`src/rtl/tt_main.sv`:
```
// Two-digit BCD up/down counter with programmable tick prescaler, parallel load
// and 7-segment display of the selected digit; wrap flag drives the decimal point.
module tt_main #(
  parameter int SHIFT = 20
) (
  input  logic       clk,
  input  logic       rst_n,
  input  logic       ena,
  input  logic [7:0] ui_in,
  output logic [7:0] uo_out,
  input  logic [7:0] uio_in,
  output logic [7:0] uio_out,
  output logic [7:0] uio_oe
);

  localparam int PW = 4 + SHIFT;

  logic [PW-1:0] presc_q, presc_d, limit;
  logic [3:0]    ones_q, ones_d, tens_q, tens_d;
  logic          wrap_q, wrap_d;
  logic          tick;

  logic       run, dir, load, sel;
  logic [3:0] rate;

  assign run  = ui_in[0];
  assign dir  = ui_in[1];
  assign load = ui_in[2];
  assign sel  = ui_in[3];
  assign rate = ui_in[7:4];

  function automatic logic [3:0] clamp_bcd(input logic [3:0] d);
    return (d > 4'd9) ? 4'd9 : d;
  endfunction

  function automatic logic [6:0] seg_decode(input logic [3:0] d);
    logic [6:0] s;
    case (d)
      4'd0:    s = 7'h3F;
      4'd1:    s = 7'h06;
      4'd2:    s = 7'h5B;
      4'd3:    s = 7'h4F;
      4'd4:    s = 7'h66;
      4'd5:    s = 7'h6D;
      4'd6:    s = 7'h7D;
      4'd7:    s = 7'h07;
      4'd8:    s = 7'h7F;
      4'd9:    s = 7'h6F;
      default: s = 7'h00;
    endcase
    return s;
  endfunction

  // Rate 15 overflows the PW-bit product to zero, so the -1 lands on all-ones as intended.
  always_comb begin
    limit = ((PW'(rate) + PW'(1)) << SHIFT) - PW'(1);
  end

  always_comb begin
    presc_d = presc_q;
    ones_d  = ones_q;
    tens_d  = tens_q;
    wrap_d  = wrap_q;
    tick    = 1'b0;
    if (load) begin
      ones_d  = clamp_bcd(uio_in[3:0]);
      tens_d  = clamp_bcd(uio_in[7:4]);
      presc_d = '0;
    end else if (run) begin
      // >= rather than == so a rate decrease below the current count still ticks.
      if (presc_q >= limit) begin
        presc_d = '0;
        tick    = 1'b1;
      end else begin
        presc_d = presc_q + PW'(1);
      end
      if (tick) begin
        if (!dir) begin
          if (ones_q == 4'd9) begin
            ones_d = 4'd0;
            if (tens_q == 4'd9) begin
              tens_d = 4'd0;
              wrap_d = ~wrap_q;
            end else begin
              tens_d = tens_q + 4'd1;
            end
          end else begin
            ones_d = ones_q + 4'd1;
          end
        end else begin
          if (ones_q == 4'd0) begin
            ones_d = 4'd9;
            if (tens_q == 4'd0) begin
              tens_d = 4'd9;
              wrap_d = ~wrap_q;
            end else begin
              tens_d = tens_q - 4'd1;
            end
          end else begin
            ones_d = ones_q - 4'd1;
          end
        end
      end
    end
  end

  // State register: the harness pin rst_n is an active-high reset here.
  always_ff @(posedge clk or posedge rst_n) begin
    if (rst_n) begin
      presc_q <= '0;
      ones_q  <= 4'd0;
      tens_q  <= 4'd0;
      wrap_q  <= 1'b0;
    end else if (ena) begin
      presc_q <= presc_d;
      ones_q  <= ones_d;
      tens_q  <= tens_d;
      wrap_q  <= wrap_d;
    end
  end

  assign uo_out  = {wrap_q, seg_decode(sel ? tens_q : ones_q)};
  assign uio_out = 8'h00;
  assign uio_oe  = 8'h00;

endmodule

```
`config.mk`:
```
export PLATFORM = sky130hd
export DESIGN_NAME = tt_main
export DESIGN_NICKNAME = d
export VERILOG_FILES = /design/src/rtl/tt_main.sv
export SDC_FILE = /design/constraint.sdc
export NUM_CORES = 1
export LEC_CHECK = 0
export CORE_ASPECT_RATIO = 0.7
export CORE_UTILIZATION = 45
export CTS_BUF_LIST = sky130_fd_sc_hd__clkbuf_4 sky130_fd_sc_hd__clkbuf_8
export CTS_CLUSTER_SIZE = 14
export DETAILED_ROUTE_END_ITERATION = 12
export PLACE_DENSITY = 0.69
export SYNTH_ARGS = -nofsm -noshare
export SYNTH_HDL_FRONTEND = slang
export SYNTH_SLANG_ARGS = --single-unit
```
`constraint.sdc`:
```
create_clock -name clk -period 6.3 [get_ports clk]
set_clock_uncertainty 0.05 [all_clocks]
set_input_delay 1.575 -clock clk [delete_from_list [all_inputs] [get_ports clk]]
set_output_delay 1.575 -clock clk [all_outputs]
set_load 0.01 [all_outputs]
```
==> metrics <==
outcome=completed; dpl cells=between 300 and 400; EDFF count, synth=0; Post-Layout Cell Count=398; Req. time, crit path=4680 ps; max-cap violations=0; startpoint types=input port; HPWL after DPL=3810 um; most frequent cell after synthesis=nor2_1; Routed Antenna Nets=0; routed wire length=5280 um; vias in the first global route=around 1.9k; post-synthesis adder-cell area fraction=under 10%; die height=65.6 um; first-pass GRT wire length=approximately 9000 um; crit-path cells=clkdlybuf4s50_1 -> mux2i_1 -> inv_1 -> ha_1 -> nor2b_1 -> o21ai_0 -> o21ai_0 -> clkdlybuf4s50_1; RePlAce Congestion=about 0.8; Clk pin slew, worst setup/hold paths=around 70 ps; Synth Register Bits=33; share of cells above drive strength 1=approximately 7.1%; most frequent cells after synthesis=nor2_1 (37), dfrtp_1 (33), nand2_1 (29), buf_4 (19), xor2_1 (16); met2 wire length=2150 um; DR DRC count=0; final-report setup violation count=0; 1st-pass router iterations=4; Ant. Diodes=0; PwrDens=approximately 250 nW/um^2; Hold WS=421 ps; Synth cell types=47; initial core utilization=48.2%; CP arrival=about 3900 ps; Filler Cell Count=520; # port buffers=26; Final period util=88.1%; crit path max fanout=5; count of final max-slew check failures=0; Max-slew headroom=38.7%; crit-path leading delay family=buffers and inverters; I/O pin count=43; antenna violations before repair=0; width of the die=92.8 um; post-synthesis sequential area ratio=a little under a third; synthesis warning total=0; number of setup buffers added after CTS=0; 1st-iter DRT viols=130; prevailing post-synth register cell=dfrtp_1; Slew @ Worst Pin=911 ps; CP max stage delay=610 ps; total number of vias=2,100; sequential cell area=826 um^2; largest family of logic cells by synthesized area=simple AND/OR/NAND/NOR gates; Async S/R FF share, synth=100%; clk_lat worst skew=290 ps; CTS Buf Count=5; max layer used=met4; Post-CTS Hold Buffers=0; H-Tree Depth=2; die area=6090 um^2; Worst Hold Class=reg -> reg; Peak VDD IR=~0.11 mV; Buf/Inv on CP=3; largest cells by area after synthesis=dfrtp_1 (32%), ha_1 (5.8%), buf_4 (5.5%); Clock Tree Buf Depth=2; Multi-input gate area=~1600 um^2; WL met1=2800 um; Critical Path End Type=output pin; Lkg Pwr=around 1.3 nW; fin worst setup slack=~750 ps; Synth Area in Simple Gates=24.3%; Period minus WS final=5550 ps; fmax=180 MHz; mux contribution to synthesized area=between 4 and 5%; Gate Count Post-Synth=308; CTS tree=yes; cell area after synthesis=between 2000 and 3000 um^2; Met3 Wirelength=296 um; via/cell ratio=5.28; Rows=22; Synth top area share=31.8%; area leader, netlist=dfrtp_1; largest net degree at the start of global routing=34; Clock Sinks=33; slowest CP cell=clkdlybuf4s50_1; Power Total=0.723 mW; Root Driver=clkbuf_8; total negative slack=0 ps; syn avg cell area=~8.4 um^2; Avg WL per Cell=around 13 um; total grt overflow=0; gr usage total=19.0%; area grow syn2layout=12.2%; Core Region=5400 um^2; XOR/XNOR Fraction of Synth Area=8.43%; post-CTS resize count=0; dpl ws=about 720 ps; Compound-Gate Fraction of Synth Area=16.1%; unrepaired setup endpoints after global routing=no; Setup Crit Path Kind=in -> out; final hold vios=0; Final nets=357
==> through the flow <==
step / util (%) / area [um^2]
floorplan: - / 2660
global placement: 52.4 / 2830
detailed placement: 52.4 / 2830
CTS: 54.0 / 2920
global route: 54.0 / 2920
finish: 54.0 / 2920
==> final cells by class <==
class	count	area share (%)
multi-input cells	244	54.4
flip-flops and latches	33	28.3
repair buffers	27	9.18
clock buffers	7	3.09
well taps	72	3.09
inverters	15	1.93
==> state kept, by name (all words and copies together) (netlist names) <==
signal and cells:
wrap_q 1, presc_q 24, ones_q 4, tens_q 4
==> metal layers <==
metal  global-route usage, %  up-vias
li1                        -     1076
met1                    28.4      969
met2                    27.1       53
met3                    4.28        2
met4                    5.19        0
met5                       0        -
==> final timing paths <==
path,startpoint,endpoint,slack [ps],depth (start not counted)
worst max-delay path,ui_in[3],uo_out[3],750,8
worst min-delay path,wrap_q,wrap_q,420,1
worst max register to register,presc_q[22],ones_q[1],3780,6
worst min register to register,wrap_q,wrap_q,420,1
max in group asynchronous,rst_n,presc_q[23],4270,3
min in group asynchronous,rst_n,presc_q[3],1620,3
==> cell families (layout without fill, tap and decap cells) <==
family	count (synthesis)	in the layout
buffers and inverters	46	49
AOI/OAI and AO/OA	60	60
DFF	33	33
and+or+nand+nor	121	121
adders and majority gates	12	12
other	1	16
xor gates and xnor gates	25	25
muxes	10	10
==> report_power, final <==
| group | switching (mW) | total, mW | internal (mW) |
|---|---|---|---|
| Sequential | 0.0483 | 0.278 | 0.230 |
| Clock | 0.0780 | 0.169 | 0.0911 |
| Combinational | 0.135 | 0.276 | 0.142 |
| Total | 0.261 | 0.723 | 0.462 |
==> cells in the final DEF, fill, tap and decap left out, drive strengths merged, types with 6 or more instances in the layout <==
cell type,synthesis,routed
o22ai,9,9
and3,6,6
nand3,7,7
nor4,7,7
nand4,11,11
nand2,29,29
dfrtp,33,33
conb,1,16
xor2,16,16
o21ai,16,16
ha,12,12
xnor2,9,9
clkdlybuf4s50,0,26
nor2,37,37
clkbuf,11,7
a21oi,10,10
inv,14,14
Power figures use the tool's default switching activity.
